**config.mk**
```make
export PLATFORM = sky130hd
export DESIGN_NAME = fetch_queue
export DESIGN_NICKNAME = d
export VERILOG_FILES = /design/src/rtl/fetch_queue.sv
export SDC_FILE = /design/constraint.sdc
export NUM_CORES = 1
export LEC_CHECK = 0
export CAP_MARGIN = 25
export CORE_ASPECT_RATIO = 1.1
export CORE_MARGIN = 2
export CORE_UTILIZATION = 35
export DETAILED_ROUTE_END_ITERATION = 8
export PLACE_DENSITY = 0.51
export SLEW_MARGIN = 10
export SYNTH_ARGS = -nofsm -noshare
export SYNTH_HDL_FRONTEND = slang
export SYNTH_SLANG_ARGS = --single-unit
```
**constraint.sdc**
```tcl
create_clock -name clk -period 5.1 [get_ports clk]
set_clock_uncertainty 0.15 [all_clocks]
set_input_delay 1.02 -clock clk [delete_from_list [all_inputs] [get_ports clk]]
set_output_delay 1.02 -clock clk [all_outputs]
set_load 0.01 [all_outputs]
```
**src/rtl/fetch_queue.sv**
```systemverilog
// Instruction fetch queue: issues sequential fetches to a one-cycle-latency
// instruction RAM, buffers returned words with their PCs in a small FIFO, and
// flushes/restarts on a pipeline redirect.
module fetch_queue #(
  parameter int          DEPTH    = 4,
  parameter logic [31:0] RESET_PC = 32'h8000_0000
) (
  input  logic        clk,
  input  logic        resetn,
  output logic [13:0] i_addr,
  output logic        i_req,
  input  logic [31:0] i_data,
  input  logic        redirect_valid,
  input  logic [31:0] redirect_pc,
  output logic        out_valid,
  output logic [31:0] out_pc,
  output logic [31:0] out_instr,
  input  logic        out_ready,
  output logic        misaligned
);

  localparam int AW = (DEPTH > 1) ? $clog2(DEPTH) : 1;
  localparam int CW = AW + 1;
  localparam logic [CW-1:0] DEPTH_C = CW'(DEPTH);

  logic [31:0]   fetch_pc;
  logic [31:0]   tag_pc;
  logic          inflight;
  logic          running;
  logic [AW-1:0] rd_ptr;
  logic [AW-1:0] wr_ptr;
  logic [CW-1:0] count;
  logic [CW-1:0] occupancy;
  logic [31:0]   pc_mem    [DEPTH];
  logic [31:0]   instr_mem [DEPTH];
  logic          pop;
  logic          push;
  logic          issue;

  // running stays low until the first edge after reset release, so no fetch
  // is requested while resetn is low even though the queue looks empty.
  assign occupancy = count + CW'(inflight);
  assign out_valid = (count != '0);
  assign pop       = out_valid && out_ready && !redirect_valid;
  assign push      = inflight && !redirect_valid;
  assign issue     = running && !redirect_valid && ((occupancy < DEPTH_C) || pop);
  assign i_req     = issue;
  assign i_addr    = fetch_pc[13:0];
  // Head outputs are masked so they read zero whenever the queue is empty.
  assign out_pc    = out_valid ? pc_mem[rd_ptr]    : '0;
  assign out_instr = out_valid ? instr_mem[rd_ptr] : '0;

  // Control state: fetch PC, in-flight flag, FIFO pointers/count, redirect flush.
  always_ff @(posedge clk or negedge resetn) begin
    if (!resetn) begin
      fetch_pc   <= RESET_PC;
      running    <= 1'b0;
      inflight   <= 1'b0;
      rd_ptr     <= '0;
      wr_ptr     <= '0;
      count      <= '0;
      misaligned <= 1'b0;
    end else begin
      running    <= 1'b1;
      misaligned <= redirect_valid && (redirect_pc[1:0] != 2'b00);
      if (redirect_valid) begin
        fetch_pc <= {redirect_pc[31:2], 2'b00};
        inflight <= 1'b0;
        rd_ptr   <= '0;
        wr_ptr   <= '0;
        count    <= '0;
      end else begin
        if (issue) fetch_pc <= fetch_pc + 32'd4;
        inflight <= issue;
        if (push) wr_ptr <= wr_ptr + 1'b1;
        if (pop)  rd_ptr <= rd_ptr + 1'b1;
        if (push && !pop)      count <= count + 1'b1;
        else if (pop && !push) count <= count - 1'b1;
      end
    end
  end

  // Datapath storage: tag of the outstanding fetch and FIFO entry contents.
  always_ff @(posedge clk) begin
    if (issue) tag_pc <= fetch_pc;
    if (push) begin
      pc_mem[wr_ptr]    <= tag_pc;
      instr_mem[wr_ptr] <= i_data;
    end
  end

endmodule

```
==> results of run 1 <==
-- cells in the mapped netlist (2+ instances only) --
library cell / number / area (µm²)
edfxtp_1: 278 / 8350
nor2b_1: 2 / 12.5
nor3_1: 8 / 40.0
nor4b_1: 2 / 17.5
o21ai_0: 24 / 120
and3_1: 5 / 31.3
clkbuf_1: 23 / 86.3
nor3b_1: 5 / 37.5
nand4_1: 8 / 50.1
ha_1: 5 / 62.6
nor2_1: 16 / 60.1
and4_1: 4 / 35.0
buf_2: 7 / 35.0
dfrtp_1: 39 / 976
conb_1: 2 / 7.51
and2_1: 71 / 444
mux4_2: 62 / 1400
or4_1: 3 / 22.5
buf_4: 17 / 128
nand2_1: 32 / 120
inv_1: 5 / 18.8
nand3_1: 9 / 45.0
nor4_1: 10 / 62.6
a31oi_1: 3 / 18.8
mux2_2: 3 / 33.8
xor2_1: 7 / 61.3
xnor2_1: 22 / 193
mux2i_1: 4 / 40.0
o31ai_1: 3 / 22.5
-- state kept, by name (all words and copies together) (netlist names) --
register / count
pc_mem: 120
misaligned: 1
running: 1
instr_mem: 128
inflight: 1
count: 3
wr_ptr: 2
fetch_pc: 30
rd_ptr: 2
tag_pc: 30
-- cell families after synthesis --
| family | share of synthesized area (%) |
|---|---|
| other | 0.0593 |
| and+or+nand+nor | 8.22 |
| xor gates and xnor gates | 2.00 |
| AOI/OAI and AO/OA | 1.39 |
| muxes | 11.7 |
| buffers and inverters | 2.17 |
| DFF | 73.8 |
| adders and majority gates | 0.652 |
-- per-layer routing --
metal  wire (µm)  vias up  part of all wire [%]  GRT usage [%]
met5           0        -                     0              0
met4         622        0                   2.4           4.31
met3        1200       45                   4.6           2.66
met2       13000      164                    49           24.3
met1       11400     3327                    44           18.4
li1            -     2963                     -              -
-- stage by stage --
step	hold slack [ns]	power, µW	utilization (%)	instances	worst slack [ns]
after CTS	0.346	7330	43.7	1350	0.793
final	0.264	7190	43.7	1351	0.817
after floorplan	0.303	4070	-	697	0.937
after global routing	0.275	7540	43.7	1351	0.687
after detailed placement	0.335	4970	40.7	1290	0.820
after global placement	0.320	4950	40.5	1286	0.850
-- final cells by class --
cell class | count | area (µm²)
Fill cell | 3157 | 20200
Clock buffer | 45 | 966
Sequential cell | 318 | 9360
Multi-Input combinational cell | 325 | 3070
Tap cell | 487 | 609
Clock inverter | 15 | 95.1
Inverter | 6 | 22.5
Timing Repair Buffer | 155 | 1580
-- placed cells by master (no fill, tap or decap), types with 4 or more instances in the layout --
cell	n
and2_1	67
and2_4	4
and3_1	5
and4_1	4
buf_12	5
buf_4	6
clkbuf_1	7
clkbuf_16	37
clkdlybuf4s50_1	142
clkinv_1	8
clkinv_2	4
conb_1	5
dfrtp_1	37
edfxtp_1	278
ha_1	5
inv_1	5
mux2i_1	4
mux4_2	62
nand2_1	32
nand3_1	9
nand4_1	8
nor2_1	15
nor3_1	8
nor3b_1	5
nor4_1	10
o21ai_0	24
xnor2_1	22
xor2_1	7
-- power by group --
part	switching, µW	internal, µW
clock	950	1380
sequential	185	2950
combinational	720	1010
total	1850	5340
-- path summary, 6_finish.rpt --
kind	end	slack [ns]	depth (start not counted)
min	fetch_pc[11]	0.26	1
max reg2reg	count[2]	2.56	7
min in group clk	pc_mem[3][19]	0.35	0
max	i_req	0.82	6
max in group asynchronous	fetch_pc[31]	3.98	2
min reg2reg	pc_mem[3][19]	0.35	0
-- critical path, cell delays in order --
cell,delay (ns)
clkdlybuf4s50_1,0.56
nor2_1,0.08
mux2_4,0.39
nand2b_1,0.30
nor2_2,0.18
clkdlybuf4s50_1,0.56
==> summary.txt, run 1 <==
Outcome
  • Status: finished, final reports clean

Yosys
  • Mapped cell area: 12700 µm²
  • Syn avg cell area: 18.3 µm²
  • Ys async rst share: between 10% and 20%
  • Seq/Total Area, Yosys: 73.8%
  • FF+latch count, synth: 318
  • Ys Warns: 0
  • Synth Instances: 694
  • Synth Flop Type: edfxtp_1
  • Number of enable flip-flop cells after synthesis: 278
  • Post-synth cell types: 44

Floorplanning
  • Io pins: about 150
  • Initial Utilization: 35.3%
  • DIE AREA: 37700 µm²
  • Horiz. Die Dim: 185 µm
  • Die outline height: just over 200 µm
  • Row cnt: between 70 and 80
  • Core ar.: 35900 µm²

Timing
  • Worst slew pin tran: ~1 ns
  • Fin. max-slew vios: 0
  • Slew headroom: around 32%
  • RSZ-0062 raised after global routing: no
  • Total negative setup slack: 0 ns
  • Final Hold Vio Count: 0
  • Setup-failing EPs final: 0
  • Min Clock Period, post-route: 4.28 ns
  • Achievable Freq: 233 MHz
  • Period utilisation layout: 84.0%

Final layout
  • N_diodes: 0
  • Area Growth Syn to Fin: 23.9%
  • Finished layout cell area: approximately 16000 µm²
  • Final #Nets: 915
  • Layout cells sized above 1: 15.7%

Clock network
  • Worst skew pair latency: 0.50 ns
  • Clk buf depth: 3
  • Hold_buf cts: 0
  • H-tree lvl count: 2
  • Post_cts resized: 0
  • Clock Root Buffer: clkbuf_16
  • CTS tree: built
  • Postcts setup bufs: 0
  • CTS clock-pin slew for the worst setup and hold paths: 0.06 ns
  • Clock sink count: ~320
  • Num CTS Buffers: 35

Placed design
  • Placed cell area: 14600 µm²
  • Placer Congestion: between 0.7 and 0.8
  • DPL Wire Length: 16200 µm
  • IO Port Bufs: around 140

Setup path
  • Crit end category: output port
  • Critical-path maximum fanout: 26
  • Worst EP arrival: 3.11 ns
  • RR Startpoint: count[1]
  • Crit path from: out_ready
  • Required @ worst endpoint: just under 4 ns
  • Critical path start-end classification: in2out
  • Startpoint types: input pin

Drt
  • DRT Pass-1 Iters: 4
  • Routed length per placed instance: 19.4 µm
  • WL final: 26300 µm
  • Post-route ant nets: 0
  • DR vias: approximately 6500
  • DR iter-0 viols: 352
  • Vias per cell: 4.81
  • Detailed-route DRC error count: 0

Flow run
  • Max Cap Violations: 0

Global route
  • Total Routing Usage GR: 14.2%
  • Vias in the first global route: 7205
  • Global-route wire length before repair: 40900 µm
  • Largest net degree at the start of global routing: between 60 and 70
  • Global route overflow: 0
  • Initial antenna violation count: 0

Worst hold path
  • Min-delay worst type: in2async

Pwr
  • P_leak: 0.00506 µW
  • Power per cell area: 458 nW/µm²
  • Worst vdd ir: 0.179 mV
No activity file was read; power rests on OpenSTA's default activity.
==> inputs of run 2 (changes only) <==
- clock period: 5.1 -> 4.25 ns (I/O delays scaled with it)
==> run 2 against run 1 <==
Compared with the run above:
- register-to-register slack got worse by 0.98 ns
- count of clock-buffer cells in the layout rose by 6
- final area rose by 0.93%
- global-route usage rose by 0.072 points
- setup slack got worse by 0.31 ns
- worst hold slack improved by 0.077 ns
- combinational power rose by 25%
- sequential power rose by 18%
- non-clock buffer count rose by 3
- utilization rose by 0.41 points
==> summary.txt, run 2 (synthesis results as in run 1) <==
Placed design
  • Placed cell area: 14600 µm² (about the same)
  • IO Port Bufs: 144 (unchanged)
  • Placer Congestion: 0.789 (-0.30%)
  • DPL Wire Length: 15600 µm (-3.6%)
  • Dpl cells: 1290 (unchanged)

Final layout
  • Fillers: 3137 (-0.63%)
  • N_diodes: 0 (unchanged)
  • Commonest non-fill, non-tap cell in the layout: edfxtp_1
  • Finished layout cell area: 15800 µm² (+0.93%)
  • Layout cells sized above 1: 16.2% (+0.47 points)
  • Area Growth Syn to Fin: 25.0%
  • Top Registers: instr_mem x128, pc_mem x120
  • Final #Nets: 918 (+0.33%)
  • Most flops, register: instr_mem
  • Most frequent cells in the layout: edfxtp_1 (278), clkdlybuf4s50_1 (142), and2_1 (67)
  • Final cell count without fillers: 1357 (+0.44%)
  • Final Util: 44.1% (+0.41 points)
  • Max reg flops: 128 (unchanged)

Clock network
  • Clock sink count: 318 (unchanged)
  • Hold_buf cts: 0 (unchanged)
  • Post_cts resized: 0 (unchanged)
  • CTS tree: built
  • H-tree lvl count: 2 (unchanged)
  • CTS clock-pin slew for the worst setup and hold paths: 0.06 ns (about the same)
  • Clk buf depth: 3 (unchanged)
  • Postcts setup bufs: 0 (unchanged)
  • Worst skew pair latency: 0.50 ns (about the same)
  • Clock Root Buffer: clkbuf_16
  • Num CTS Buffers: 35 (unchanged)

Global route
  • Global route overflow: 0 (unchanged)
  • Vias in the first global route: 7094 (-1.5%)
  • Global-route wire length before repair: 41000 µm (+0.37%)
  • Initial antenna violation count: 0 (unchanged)
  • Total Routing Usage GR: 14.3% (+0.072 points)
  • Largest net degree at the start of global routing: 63 (-1.6%)

Drt
  • Routed length per placed instance: 19.3 µm (-0.46%)
  • DRT Pass-1 Iters: 4 (unchanged)
  • DR iter-0 viols: 389 (+11%)
  • Detailed-route DRC error count: 0 (unchanged)
  • Post-route ant nets: 0 (unchanged)
  • WL final: 26200 µm (about the same)
  • DR vias: 6514 (+0.23%)
  • Vias per cell: 4.80 (-0.21%)

Timing
  • Final Hold Vio Count: 0 (unchanged)
  • Min Clock Period, post-route: between 3 and 4 ns
  • Period utilisation layout: 88.0%
  • Final hold slack: 0.341 ns (+0.0773 ns)
  • Achievable Freq: 267 MHz
  • Slew headroom: 37.3% (+4.8 points)
  • Setup-failing EPs final: 0 (unchanged)
  • Fin. max-slew vios: 0 (unchanged)
  • RSZ-0062 raised after global routing: no
  • Worst slew pin tran: 0.940 ns (-0.0727 ns)
  • Total negative setup slack: 0 ns (unchanged)

Setup path
  • Worst path max stage delay: 0.73 ns (+0.17 ns)
  • Critical path start-end classification: reg2out
  • Crit-path cells: buf_12 -> mux4_2 -> and2_1 -> clkdlybuf4s50_1
  • Crit end category: output port
  • Slowest stage cell, crit path: dfrtp_4
  • Required @ worst endpoint: 3.25 ns (-0.68 ns)
  • Critical-path maximum fanout: 21 (-19%)
  • Worst EP arrival: 2.74 ns (-0.37 ns)
  • Startpoint types: register

Pwr
  • Sequential share of power: 41.8% (-1.8 points)
  • Worst vdd ir: 0.208 mV (+17%)
  • Combinational power share: 24.4% (+0.4 points)
  • Power per cell area: 560 nW/µm² (+22%)
  • Clock power share: 33.8% (+1.4 points)
  • Psw: 2230 µW (+20%)
  • P_leak: 0.00514 µW (+1.5%)
  • Sw Share: 25.1% (-0.63 points)
  • Cell-internal power: 6650 µW (+24%)

Floorplanning
  • Row cnt: 73 (unchanged)
  • Core ar.: 35900 µm² (unchanged)
  • Horiz. Die Dim: 185 µm (unchanged)
  • Die outline height: 204 µm (unchanged)
  • DIE AREA: 37700 µm² (unchanged)
  • Initial Utilization: 35.3% (unchanged)
  • Io pins: 149 (unchanged)

Flow run
  • Max Cap Violations: 0 (unchanged)

Worst hold path
  • Min-delay worst type: in2async

Outcome
  • Status: finished, final reports clean
## run 2: cell count changes in the layout (fill, tap and decap cells not counted), sizes merged
cell / delta
buf: +3
bufinv: +3
clkbuf: +6
clkinv: -4
clkinvlp: -2
## run 2: power groups by stage
stage                     sequential, µW  combinational, µW  clock [µW]
after CTS                           3730               2230        3100
after global routing                3740               2360        3230
after global placement              3780               2170           0
after floorplan                     3660               1220           0
after detailed placement            3790               2220           0
final                               3720               2170        3000
## run 2: area by class of cell
cell class / instances / area [µm²] / share of cell area, %
well taps: 487 / 609 / 3.85
clock inverters: 12 / 156 / 0.987
flip-flops and latches: 318 / 9360 / 59.1
clock buffers: 51 / 988 / 6.24
inverters: 6 / 22.5 / 0.142
repair buffers: 158 / 1640 / 10.3
multi-input cells: 325 / 3070 / 19.4
## run 2: final timing paths
check	slack [ns]	from	cells past startpoint	end
hold reg to reg	0.34	tag_pc[9]	0	pc_mem[2][9]
hold / removal	0.34	resetn	1	fetch_pc[11]
max in group asynchronous	2.91	resetn	1	rd_ptr[1]
min in group clk	0.34	tag_pc[9]	0	pc_mem[2][9]
setup reg to reg	1.58	count[1]	7	count[2]
setup / recovery	0.51	rd_ptr[0]	4	out_pc[13]
## run 2: through the flow
step / setup WS, ns / power, µW
final: 0.508 / 8880
after global routing: 0.328 / 9330
after CTS: 0.384 / 9050
after detailed placement: 0.553 / 6010
after global placement: 0.495 / 5950
after floorplan: 0.427 / 4890
## run 2: critical path, delay by kind of cell (launching register included)
family / cells / cell delay [ns]
mux: 1 / 0.57
flops: 1 / 0.73
simple gates: 1 / 0.18
buf+inv: 2 / 0.75
## run 2: routing by layer
metal / up-vias / global-route usage [%] / part of all wire (%)
met5: - / 0 / 0
met4: 0 / 4.22 / 2.1
met3: 42 / 2.70 / 5.1
met2: 169 / 24.5 / 49
met1: 3326 / 18.5 / 43
li1: 2977 / - / -
